===== src/rtl/lsu_pkg.sv =====
// Shared encodings for the load/store unit: funct3 widths, FSM states, request record
// and the static legality check applied at accept time.
package lsu_pkg;

    localparam logic [2:0] F3_B  = 3'd0;
    localparam logic [2:0] F3_H  = 3'd1;
    localparam logic [2:0] F3_W  = 3'd2;
    localparam logic [2:0] F3_BU = 3'd4;
    localparam logic [2:0] F3_HU = 3'd5;

    typedef enum logic [1:0] {IDLE, ACCESS, MERGE_WRITE, RESP} lsu_state_t;

    typedef struct packed {
        logic        write;
        logic [2:0]  funct3;
        logic [31:0] addr;
        logic [31:0] wdata;
    } lsu_req_t;

    // Illegal width code or misalignment; the range check needs MEM_DEPTH and lives in the top.
    function automatic logic req_illegal(input logic write, input logic [2:0] f3,
                                         input logic [31:0] addr);
        logic bad_f3;
        logic misal;
        bad_f3 = write ? (f3 > F3_W)
                       : !(f3 inside {F3_B, F3_H, F3_W, F3_BU, F3_HU});
        case (f3)
            F3_H, F3_HU: misal = addr[0];
            F3_W:        misal = |addr[1:0];
            default:     misal = 1'b0;
        endcase
        return bad_f3 | misal;
    endfunction

endpackage


===== src/rtl/lsu_align.sv =====
// Lane extraction with sign/zero extension for loads, and byte/halfword merge for stores.
module lsu_align
    import lsu_pkg::*;
(
    input  logic [2:0]  funct3,
    input  logic [1:0]  byte_off,
    input  logic [31:0] rdata,
    input  logic [31:0] wdata,
    output logic [31:0] load_data,
    output logic [31:0] merged
);

    logic [7:0]  lane_b;
    logic [15:0] lane_h;

    always_comb begin
        lane_b = rdata[{byte_off, 3'b000} +: 8];
        lane_h = byte_off[1] ? rdata[31:16] : rdata[15:0];

        case (funct3)
            F3_B:    load_data = {{24{lane_b[7]}}, lane_b};
            F3_BU:   load_data = {24'h0, lane_b};
            F3_H:    load_data = {{16{lane_h[15]}}, lane_h};
            F3_HU:   load_data = {16'h0, lane_h};
            default: load_data = rdata;
        endcase

        merged = rdata;
        case (funct3)
            F3_B: merged[{byte_off, 3'b000} +: 8] = wdata[7:0];
            F3_H: begin
                if (byte_off[1]) merged[31:16] = wdata[15:0];
                else             merged[15:0]  = wdata[15:0];
            end
            default: merged = wdata;
        endcase
    end

endmodule


===== src/rtl/load_store_unit.sv =====
// RV32I load/store unit: single outstanding request, read-modify-write for sub-word stores
// against a combinational-read word memory.
module load_store_unit
    import lsu_pkg::*;
#(
    parameter int MEM_DEPTH = 100001
) (
    input  logic        clk,
    input  logic        rst,
    input  logic        req_valid,
    output logic        req_ready,
    input  logic        req_write,
    input  logic [2:0]  req_funct3,
    input  logic [31:0] req_addr,
    input  logic [31:0] req_wdata,
    output logic        resp_valid,
    output logic [31:0] resp_rdata,
    output logic        resp_error,
    output logic [31:0] mem_addr,
    output logic [31:0] mem_wdata,
    input  logic [31:0] mem_rdata,
    output logic        mem_we
);

    localparam logic [31:0] DEPTH_W = 32'(MEM_DEPTH);

    lsu_state_t  state, state_nxt;
    lsu_req_t    req_q;
    logic [31:0] merge_q;
    logic [31:0] load_data;
    logic [31:0] merged;
    logic        accept;
    logic        acc_err;
    logic        is_sw;

    assign accept  = req_valid && req_ready;
    assign acc_err = req_illegal(req_write, req_funct3, req_addr)
                   || ({2'b00, req_addr[31:2]} >= DEPTH_W);
    assign is_sw   = (req_q.funct3 == F3_W);

    lsu_align u_align (
        .funct3    (req_q.funct3),
        .byte_off  (req_q.addr[1:0]),
        .rdata     (mem_rdata),
        .wdata     (req_q.wdata),
        .load_data (load_data),
        .merged    (merged)
    );

    always_ff @(posedge clk or posedge rst) begin
        if (rst) state <= IDLE;
        else     state <= state_nxt;
    end

    // Memory-side outputs decode straight from state so reset silences them immediately.
    always_comb begin
        state_nxt  = state;
        req_ready  = 1'b0;
        resp_valid = 1'b0;
        mem_addr   = 32'h0;
        mem_we     = 1'b0;
        mem_wdata  = 32'h0;
        case (state)
            IDLE: begin
                req_ready = 1'b1;
                if (req_valid) state_nxt = acc_err ? RESP : ACCESS;
            end
            ACCESS: begin
                mem_addr = {2'b00, req_q.addr[31:2]};
                if (req_q.write && is_sw) begin
                    mem_we    = 1'b1;
                    mem_wdata = req_q.wdata;
                    state_nxt = RESP;
                end else if (req_q.write) begin
                    state_nxt = MERGE_WRITE;
                end else begin
                    state_nxt = RESP;
                end
            end
            MERGE_WRITE: begin
                mem_addr  = {2'b00, req_q.addr[31:2]};
                mem_we    = 1'b1;
                mem_wdata = merge_q;
                state_nxt = RESP;
            end
            RESP: begin
                resp_valid = 1'b1;
                state_nxt  = IDLE;
            end
            default: state_nxt = IDLE;
        endcase
    end

    always_ff @(posedge clk or posedge rst) begin
        if (rst) begin
            req_q      <= '0;
            merge_q    <= 32'h0;
            resp_rdata <= 32'h0;
            resp_error <= 1'b0;
        end else begin
            if (accept) begin
                req_q <= '{write: req_write, funct3: req_funct3, addr: req_addr, wdata: req_wdata};
                if (acc_err) begin
                    resp_error <= 1'b1;
                    resp_rdata <= 32'h0;
                end
            end
            if (state == ACCESS) begin
                merge_q    <= merged;
                resp_error <= 1'b0;
                resp_rdata <= req_q.write ? 32'h0 : load_data;
            end
        end
    end

endmodule

===== config.mk =====
export PLATFORM = sky130hd
export DESIGN_NAME = load_store_unit
export DESIGN_NICKNAME = d
export VERILOG_FILES = /design/src/rtl/lsu_pkg.sv /design/src/rtl/lsu_align.sv /design/src/rtl/load_store_unit.sv
export SDC_FILE = /design/constraint.sdc
export NUM_CORES = 1
export LEC_CHECK = 0
export ABC_AREA = 1
export CAP_MARGIN = 20
export CORE_MARGIN = 2
export CORE_UTILIZATION = 45
export CTS_CLUSTER_DIAMETER = 60
export DETAILED_ROUTE_END_ITERATION = 12
export HOLD_SLACK_MARGIN = 0.06
export PLACE_DENSITY = 0.77
export REMOVE_ABC_BUFFERS = 1
export SYNTH_ARGS = -nofsm -noshare
export SYNTH_HDL_FRONTEND = slang
export SYNTH_SLANG_ARGS = --single-unit

===== constraint.sdc =====
create_clock -name clk -period 6 [get_ports clk]
set_clock_uncertainty 0.05 [all_clocks]
set_input_delay 1.2 -clock clk [delete_from_list [all_inputs] [get_ports clk]]
set_output_delay 1.2 -clock clk [all_outputs]
set_load 0.02 [all_outputs]

==> out/results.ini <==
[run_status]
status = complete, no violations

[logic_synthesis]
post_synth_inst_count = 1074
seq_area_frac_synth_pct = 43.9
synth_area_mm2 = 0.00769
yosysWarnings = 0
syn_area_per_cell_um2 = 7.16
synth_seq_cells = 135
yosys.cell_types.count = 38

[floorplanning]
ioPinCount = 203
core_area_mm2 = 0.0166
die_area_mm2 = 0.0181
die_height_um = 135
num_rows = 47
start_util_pct = 46.2
die_w_um = 135

[detailed_routing]
wl_per_cell_um = 16.5
routed-via-count = 7846
ant_nets = 0
dr.pass1.iters = 5
drt_iter0_markers = 662
viasPerCell = 5.32
routed_wirelength_um = 24400
drc = 0

[global_routing]
top_usage_layer = met2
grt_start_max_net_pins = 98
grt_use_total_pct = 27.5
antenna_found_initial = 1
grt_use_met2_pct = 42.4
grt_pass1_vias = 7386
grt-ovfl-total = 0
grt_pass1_wl_um = 39100
grtUsageMet1_pct = 38.2
use_met3_pct = 7.51

[sta]
hold_viol_final = 0
fin_crit_ns = 5.14
setup_ws_ns = 0.860
setup_viol = 0
hold_slack_ns = 0.417
finalCritPeriodShare_pct = 85.7
maxSlewViolCount = 0
setup_tns_ns = 0
rsz0062_at_grt = no
fmax_ghz = 0.195
tightestPinTransition_ns = 1.04
max_slew_margin_pct = 30.5

[placed_design]
place_ws_ns = 1.34
place_congestion = 0.926
dp.cells = 1441
hpwl_um = 17100
portBuffers = 200

[clock_tree]
post_cts_resized = 0
clk-insertion-delay-late_ns = 0.43
cts_buffers = 17
clock_path_buffers = 2
path_clk_slew_ns = 0.06
cts_root_buf = clkbuf_16
postCtsSetupRepairBufs = 0
tritoncts = done
cts.sinks = 135
holdBufCountCts = 0
htreeDepth = 4

[power_and_ir_drop]
p_per_area_mw_per_mm2 = 568
swShare_pct = 45.9
pwr-share-comb_pct = 52.4
switchingPower_uw = 2710
pwr-share-clk_pct = 19.1
seqPwrFrac_pct = 28.5
peakVddDrop_mv = 0.287
p_leak_uw = 0.00499
p_int_uw = 3200

[hold_path]
holdPathStages = 2
hold_path_end = resp_rdata[24]
hold_start = resp_rdata[24]
hold_class = reg2reg

[finish]
syn_to_final_growth_pct = 35.4
antenna_cells = 0
drive_gt1_share_pct = 5.26
nFillCells = 1487
post-route-util_pct = 62.5
fin_cells = 1475
final_cell_mix = nand2_1 (427), clkdlybuf4s50_1 (200), dfrtp_1 (135), inv_1 (97), a21oi_1 (92)
fin_nets = 1354
layout_commonest_cell = nand2_1

[critical_path]
reg2regPathDepth = 8
r2r_end = merge_q[19]
end_kind = output port
crit_path_start_kind = flop
path_max_fanout = 22
crit_family = buffers and inverters
crit_type = reg2out
cpPeakStageDelay_ns = 0.77
cp_data_required_time_ns = 4.75
reg2reg_from = req_q[32]
rrSetupSlack_ns = 2.83
crit_path_top_delay_cell = nor3b_4
path_cells = inv_1 -> ha_1 -> inv_1 -> nor3b_4 -> buf_4 -> nand2_1 -> a21oi_1 -> clkdlybuf4s50_1
arrival_ns = 3.89
path_buf_inv = 4
path_common_cell = inv_1

[flow_run]
drv_cap = 0

## flip-flops by register name (all words and copies together) (netlist names)
name and flops:
req_q 68, merge_q 32, resp_rdata 32, state 2, resp_error 1
## power by group through the flow
stage	sequential, uW	clock, uW	combinational [uW]
2_1_floorplan	1660	0	1790
3_3_place_gp	1680	0	2950
3_5_place_dp	1680	0	3010
4_1_cts	1680	1140	3020
5_1_grt	1730	1180	3420
6_report	1690	1130	3100
## routing by layer
layer  part of all wire (%)  up-vias
met5                  0.053        -
met4                    2.0        2
met3                     10       52
met2                     45      385
met1                     43     3613
li1                       -     3794
## worst max path at each step
stage / cells after the start / endpoint / slack (ns) / from
floorplan: 1 / merge_q[0] / 1.14 / rst
global placement: 8 / mem_wdata[12] / 1.45 / state[1]
detailed placement: 8 / mem_wdata[12] / 1.34 / state[1]
CTS: 8 / mem_wdata[12] / 0.88 / state[1]
global route: 8 / mem_wdata[12] / 0.60 / state[1]
finish: 8 / mem_wdata[12] / 0.86 / state[1]
## cell families (layout without fill, tap and decap cells)
| kind of cell | after synthesis | after routing | share of synthesized area [%] |
|---|---|---|---|
| other cells | 1 | 2 | 0.0488 |
| compound gates | 249 | 249 | 18.6 |
| buf+inv | 165 | 345 | 9.28 |
| simple gates | 515 | 515 | 26.7 |
| flops | 135 | 135 | 43.9 |
| fa+ha+maj | 9 | 9 | 1.46 |
## area by class of cell
cell class	instances	area (um2)	share of cell area, %
clock buffers	20	457	4.39
multi-input cells	775	3610	34.7
clock inverters	12	175	1.68
inverters	104	403	3.87
repair buffers	209	2110	20.3
well taps	220	275	2.64
flip-flops and latches	135	3380	32.5
## per-stage QoR
| stage | area [um2] | power, uW |
|---|---|---|
| 2_1_floorplan | 7380 | 3450 |
| 3_5_place_dp | 9720 | 4690 |
| 6_report | 10400 | 5910 |
| 5_1_grt | 10400 | 6330 |
| 3_3_place_gp | 9720 | 4620 |
| 4_1_cts | 10400 | 5840 |
## synth_stat cells
cell / number / area, um2
nand2_1: 428 / 1610
dfrtp_1: 135 / 3380
inv_1: 98 / 368
a21oi_1: 92 / 460
o21ai_0: 80 / 400
nor2_1: 44 / 165
o211ai_1: 36 / 270
clkbuf_1: 29 / 109
nand3_1: 27 / 135
buf_2: 17 / 85.1
ha_1: 9 / 113
o22ai_1: 9 / 56.3
a31oi_1: 8 / 50.1
o21ai_1: 8 / 40.0
a32oi_1: 6 / 52.6
buf_1: 5 / 18.8
buf_4: 5 / 37.5
nor3_1: 5 / 25.0
a21oi_2: 4 / 35.0
buf_6: 4 / 45.0
inv_2: 3 / 11.3
nand2_2: 3 / 18.8
nand2_4: 3 / 33.8
nor2_8: 2 / 40.0
a31o_2: 1 / 8.76
buf_12: 1 / 20.0
clkinv_1: 1 / 3.75
conb_1: 1 / 3.75
inv_4: 1 / 6.26
inv_6: 1 / 8.76
nand4_1: 1 / 6.26
nor2_2: 1 / 6.26
nor3b_2: 1 / 12.5
o2111ai_1: 1 / 8.76
o211ai_4: 1 / 21.3
o21a_1: 1 / 7.51
o21ai_2: 1 / 8.76
o21bai_2: 1 / 11.3
## tightest hold or removal path: stages (launching register included)
cell,delay (ns)
dfrtp_1,0.34
nand2_1,0.05
nand2_1,0.05
Note: power is estimated with default switching activity, not from simulation.
